===== src/rtl/controlador_cache.sv =====
// controlador_cache: sequences one read/write request at a time through
// cache lookup, optional dirty write-back, line fill from main memory and
// line update, then returns a single response pulse. Also keeps saturating
// hit/miss/write-back counters for the board displays.
module controlador_cache #(
  parameter int ADDR_W      = 5,
  parameter int DATA_W      = 8,
  parameter int MEM_LATENCY = 1,
  parameter int CNT_W       = 8
) (
  input  logic              clock_in,
  input  logic              reset_in,
  input  logic              req_in,
  input  logic              wren_in,
  input  logic [ADDR_W-1:0] endereco_in,
  input  logic [DATA_W-1:0] data_in,
  output logic              pronto_out,
  output logic [DATA_W-1:0] q_out,
  output logic              hit_out,
  output logic              ocupado_out,
  input  logic              cache_hit_in,
  input  logic              cache_dirty_in,
  input  logic [ADDR_W-1:0] cache_tag_dirty_in,
  input  logic [DATA_W-1:0] cache_q_in,
  output logic [ADDR_W-1:0] cache_endereco_out,
  output logic              cache_wren_out,
  output logic              cache_fill_out,
  output logic [DATA_W-1:0] cache_data_out,
  output logic              mem_wren_out,
  output logic [ADDR_W-1:0] mem_endereco_out,
  output logic [DATA_W-1:0] mem_data_out,
  input  logic [DATA_W-1:0] mem_q_in,
  output logic [CNT_W-1:0]  hit_count_out,
  output logic [CNT_W-1:0]  miss_count_out,
  output logic [CNT_W-1:0]  wb_count_out
);

  // Three bits cover the legal memory latency range of 1..7
  localparam int LAT_W = 3;

  typedef enum logic [2:0] {
    IDLE,
    LOOKUP,
    WRITEBACK,
    FILL,
    UPDATE,
    RESPOND
  } state_t;

  state_t state;
  state_t next_state;

  logic [ADDR_W-1:0] req_addr;
  logic [DATA_W-1:0] req_data;
  logic              req_wren;
  logic              was_hit;
  logic [ADDR_W-1:0] victim_addr;
  logic [DATA_W-1:0] victim_data;
  logic [DATA_W-1:0] fetched;
  logic [LAT_W-1:0]  lat_cnt;
  logic [DATA_W-1:0] q_next;
  logic              hit_next;

  localparam logic [CNT_W-1:0] CNT_MAX = {CNT_W{1'b1}};

  // State register; reset aborts any sequence in flight
  always_ff @(posedge clock_in) begin
    if (reset_in) state <= IDLE;
    else          state <= next_state;
  end

  // Next-state decision for the lookup / write-back / fill / update sequence
  always_comb begin
    next_state = state;
    case (state)
      IDLE:      if (req_in) next_state = LOOKUP;
      LOOKUP: begin
        if (cache_hit_in)        next_state = req_wren ? UPDATE : RESPOND;
        else if (cache_dirty_in) next_state = WRITEBACK;
        else                     next_state = FILL;
      end
      WRITEBACK: next_state = FILL;
      FILL:      if (lat_cnt == LAT_W'(1)) next_state = UPDATE;
      UPDATE:    next_state = RESPOND;
      RESPOND:   next_state = IDLE;
      default:   next_state = IDLE;
    endcase
  end

  // Strobes and buses toward the cache and main memory, decoded from state
  always_comb begin
    pronto_out       = 1'b0;
    ocupado_out      = (state != IDLE);
    cache_wren_out   = 1'b0;
    cache_fill_out   = 1'b0;
    cache_data_out   = '0;
    mem_wren_out     = 1'b0;
    mem_endereco_out = req_addr;
    mem_data_out     = '0;
    case (state)
      WRITEBACK: begin
        mem_wren_out     = 1'b1;
        mem_endereco_out = victim_addr;
        mem_data_out     = victim_data;
      end
      UPDATE: begin
        if (was_hit) begin
          cache_wren_out = 1'b1;
          cache_data_out = req_data;
        end else if (req_wren) begin
          cache_fill_out = 1'b1;
          cache_wren_out = 1'b1;
          cache_data_out = req_data;
        end else begin
          cache_fill_out = 1'b1;
          cache_data_out = fetched;
        end
      end
      RESPOND: pronto_out = 1'b1;
      default: ;
    endcase
  end

  assign cache_endereco_out = req_addr;

  // Response value presented with the pronto pulse: read hits forward the
  // cache data straight from lookup, writes echo the written data
  always_comb begin
    q_next   = req_wren ? req_data : fetched;
    hit_next = was_hit;
    if (state == LOOKUP) begin
      q_next   = cache_q_in;
      hit_next = 1'b1;
    end
  end

  // Request latch, victim capture, fill latency counter and response registers
  always_ff @(posedge clock_in) begin
    if (reset_in) begin
      req_addr    <= '0;
      req_data    <= '0;
      req_wren    <= 1'b0;
      was_hit     <= 1'b0;
      victim_addr <= '0;
      victim_data <= '0;
      fetched     <= '0;
      lat_cnt     <= '0;
      q_out       <= '0;
      hit_out     <= 1'b0;
    end else begin
      if (state == IDLE && req_in) begin
        req_addr <= endereco_in;
        req_data <= data_in;
        req_wren <= wren_in;
      end
      if (state == LOOKUP) begin
        was_hit <= cache_hit_in;
        if (!cache_hit_in && cache_dirty_in) begin
          victim_addr <= cache_tag_dirty_in;
          victim_data <= cache_q_in;
        end
      end
      if (state != FILL && next_state == FILL) begin
        lat_cnt <= LAT_W'(MEM_LATENCY);
      end else if (state == FILL) begin
        lat_cnt <= lat_cnt - LAT_W'(1);
        if (lat_cnt == LAT_W'(1)) fetched <= mem_q_in;
      end
      if (next_state == RESPOND) begin
        q_out   <= q_next;
        hit_out <= hit_next;
      end
    end
  end

  // Saturating statistics counters
  always_ff @(posedge clock_in) begin
    if (reset_in) begin
      hit_count_out  <= '0;
      miss_count_out <= '0;
      wb_count_out   <= '0;
    end else begin
      if (state == LOOKUP) begin
        if (cache_hit_in) begin
          if (hit_count_out != CNT_MAX) hit_count_out <= hit_count_out + 1'b1;
        end else begin
          if (miss_count_out != CNT_MAX) miss_count_out <= miss_count_out + 1'b1;
        end
      end
      if (state == WRITEBACK && wb_count_out != CNT_MAX) begin
        wb_count_out <= wb_count_out + 1'b1;
      end
    end
  end

endmodule

===== config.mk =====
export PLATFORM = sky130hd
export DESIGN_NAME = controlador_cache
export DESIGN_NICKNAME = d
export VERILOG_FILES = /design/src/rtl/controlador_cache.sv
export SDC_FILE = /design/constraint.sdc
export NUM_CORES = 1
export LEC_CHECK = 0
export ABC_AREA = 1
export BUFFER_PORTS_ARGS = -buffer_cell sky130_fd_sc_hd__buf_4
export CAP_MARGIN = 20
export CELL_PAD_IN_SITES_DETAIL_PLACEMENT = 1
export CELL_PAD_IN_SITES_GLOBAL_PLACEMENT = 1
export CORE_ASPECT_RATIO = 0.9
export CORE_UTILIZATION = 37
export DETAILED_ROUTE_END_ITERATION = 10
export GPL_ROUTABILITY_DRIVEN = 1
export PLACE_DENSITY = 0.81
export SLEW_MARGIN = 10
export SYNTH_ARGS = -nofsm -noshare
export SYNTH_HDL_FRONTEND = slang
export SYNTH_SLANG_ARGS = --single-unit

===== constraint.sdc =====
create_clock -name clock_in -period 1.8 [get_ports clock_in]
set_clock_uncertainty 0.2 [all_clocks]
set_input_delay 0 -clock clock_in [delete_from_list [all_inputs] [get_ports clock_in]]
set_output_delay 0 -clock clock_in [all_outputs]
set_load 0.02 [all_outputs]

==> key figures <==
Detailed routing
  • Drc violations: 0
  • Iteration count of the initial detailed-routing pass: 4
  • Total Wirelength: around 14000 um
  • Post-DRT Antenna Nets: 0
  • DR iter-0 viols: about 110
  • Via Count: roughly 4.1k
  • Routed wire per std cell: 16.45 um
  • Vias/cell: ~5.0

Synthesis
  • Seq/Total Area, Yosys: between 30% and 40%
  • Syn_area_per_cell: about 7 um2
  • Synth Net Count: approximately 600
  • Post-synthesis cell area: ~3800 um2
  • Synth top area cells: dfxtp_1 (39%), nand2_1 (12%), nor2_1 (8.2%)
  • Yosys top cell area share: approximately two fifths
  • Yosys reg bits: 75
  • Synth Instances: approximately 550
  • Yosys cell types: 29
  • Ys Warns: 0
  • Area leader, netlist: dfxtp_1

Global route
  • Initial antenna violation count: 0
  • Largest net degree at the start of global routing: 44
  • Number of global-route vias before repair: between 4k and 5k
  • First-pass GRT wire length: between 20000 and 25000 um
  • GRT Util Overall: between 20% and 30%
  • Grt total ovfl: 0

Critical path
  • Nature of the critical path startpoint: register
  • WP data required: between 1.5 and 2 ns
  • Worst r2r src: state[1]
  • Worst Setup End Kind: primary output
  • R2R Setup Slk: around 0.020 ns
  • CP max FO: 8
  • Worst R2R Path Depth: 5
  • CP Class: register to primary output
  • Capturing point of the worst reg2reg path: req_data[1]
  • Arr. time, crit path: around 1.6 ns

Power
  • PwrDens: about 1100 nW/um2
  • Power Total: roughly 6 mW
  • Peak VDD IR: between 0.5 and 0.6 mV
  • Static Leakage: between 2 and 2.5 nW

STA
  • Tightest Pin Transition: between 0.4 and 0.5 ns
  • Final Setup Violations: 1
  • Setup tns final: -0.007340 ns
  • Final slew viol count: 0
  • Slew margin rel.: 71.08%
  • Part of the cycle the worst path needs: 100.4%
  • Setup slack after layout: -0.007340 ns
  • Fmax: 553.3 MHz
  • Crit path time final: 1.807 ns
  • RSZ-0062 raised after global routing: true
  • Fin. Hold Viols: 0

Cells and area
  • Area grow syn2layout: 46.58%
  • Nets: 742
  • Most frequent cells in the layout: nand2_1 (127), buf_4 (117), nor2_1 (79)
  • Commonest non-fill, non-tap cell in the layout: nand2_1
  • Storage cell area: about 1500 um2
  • Share of post-route cells with drive strength above 1: roughly 30%
  • # diodes: 0
  • Layout filler cell count: between 1k and 1.5k
  • Multi-input combinational cell area: about 2100 um2
  • Final Instance Count excl. Fillers: about 830

Run
  • Max-cap violations: 0

Floorplan
  • Die width: about 110 um
  • Initial core utilization: 38.73%
  • Die area: between 10000 and 15000 um2
  • I/O pins: around 100
  • FP Rows: 34
  • Die height: 98.43 um
  • Core area: between 9000 and 10000 um2

Min path
  • Hold Path Stages: 5
  • Hold crit path type: input port to register
  • Hold Crit Start: cache_dirty_in
  • Endpoint, Worst Hold: victim_data[7]

Place
  • Routability cong.: around 0.80
  • I/O Buffers: approximately 100
  • Post-detail-place hpwl: approximately 8500 um
  • Pre-CTS WS: around 0.063 ns
  • # placed instances: about 770

Clock tree
  • TritonCTS Buffers: 9
  • CTS tree: yes
  • H-tree Lvls: 3
  • CTS max path bufs: 2
  • Root Driver: clkbuf_16
  • Clk sink count: 75
  • Clock transition at the registers of the reported paths: 0.06 ns
  • Clk_lat worst skew: 0.34 ns

Outcome
  • Status: complete, but fails checks
  • Failing checks: negative setup slack
synthesized netlist by cell type:
master,n
a211oi_1,10
a211oi_2,5
a21oi_1,37
a21oi_2,10
buf_12,1
buf_2,8
buf_4,3
buf_8,1
clkbuf_1,7
clkinv_1,1
dfxtp_1,75
ha_1,5
inv_1,56
inv_2,11
inv_4,1
nand2_1,127
nand2_2,5
nand2_4,4
nand3_1,23
nand3_2,1
nand3_4,3
nand4_1,4
nor2_1,83
nor2_2,3
nor2_4,3
nor3_1,1
o21ai_0,43
xnor2_1,4
xor2_1,10
where the power goes:
| part | total [mW] | leakage (nW) | switching (mW) | internal, mW |
|---|---|---|---|---|
| Clock | 1.78 | 0.143 | 0.715 | 1.07 |
| Combinational | 2.26 | 1.74 | 1.43 | 0.828 |
| Sequential | 2.06 | 0.613 | 0.179 | 1.88 |
| Total | 6.10 | 2.50 | 2.33 | 3.77 |
area by class of cell:
class                           count  share of cell area [%]
Timing Repair Buffer              157                   23.05
Sequential cell                    75                   26.98
Tap cell                          126                   2.814
Clock buffer                       11                   4.154
Clock inverter                      5                  0.9603
Inverter                           69                   4.712
Timing Repair inverter              1                  0.1340
Multi-Input combinational cell    384                   37.20
cell families (layout without fill, tap and decap cells):
family          after synthesis  after routing  share of synthesized area [%]
flops                        75             75                          39.28
xor+xnor                     14             14                          3.208
simple gates                257            260                          29.43
fa+ha+maj                     5              5                          1.637
compound gates              105            105                          16.37
buf+inv                      89            243                          10.08
routing by layer:
metal | global-route usage [%] | share of wire, % | vias to the layer above
met3 | 4.167 | 3.0 | 20
met4 | 6.861 | 1.8 | 0
li1 | - | - | 2035
met2 | 46.20 | 51 | 91
met5 | 0 | 0 | -
met1 | 29.59 | 44 | 1997
through the flow:
stage	utilization [%]	hold slack, ns	cell area, um2
detailed placement	47.90	0.04336	4727
floorplan	-	-0.06510	3822
global route	56.77	0.05279	5603
CTS	54.75	0.01167	5404
finish	56.77	0.02949	5603
global placement	47.90	0.02211	4727
state kept, by name (all words and copies together), names as in the netlist, 8 cells and up:
register        count
fetched             8
hit_count_out       8
wb_count_out        8
miss_count_out      8
victim_data         8
q_out               8
req_data            8
worst max path at each step:
stage / slack [ns] / from / to
floorplan: 0.1 / state[0] / mem_endereco_out[0]
global placement: 0.14 / lat_cnt[1] / lat_cnt[2]
detailed placement: 0.06 / lat_cnt[1] / q_out[4]
CTS: 0.001 / state[2] / mem_endereco_out[4]
global route: -0.07 / state[2] / mem_endereco_out[4]
finish: -0.007 / req_wren / cache_data_out[0]
worst max-delay path, stage by stage (launching register included):
cell and delay [ns]:
dfxtp_4 0.36, nor2_4 0.16, clkinvlp_4 0.24, a211oi_2 0.31, buf_4 0.19
repair_timing:
action                     in CTS  in global routing
hold endpoints to repair       67                  0
cloned                          0                  4
pin swaps                       0                 11
buffers inserted                0                  4
setup endpoints to repair      13                 40
hold buffers                   37                  0
resized for setup               8                 33
Power figures use the tool's default switching activity.
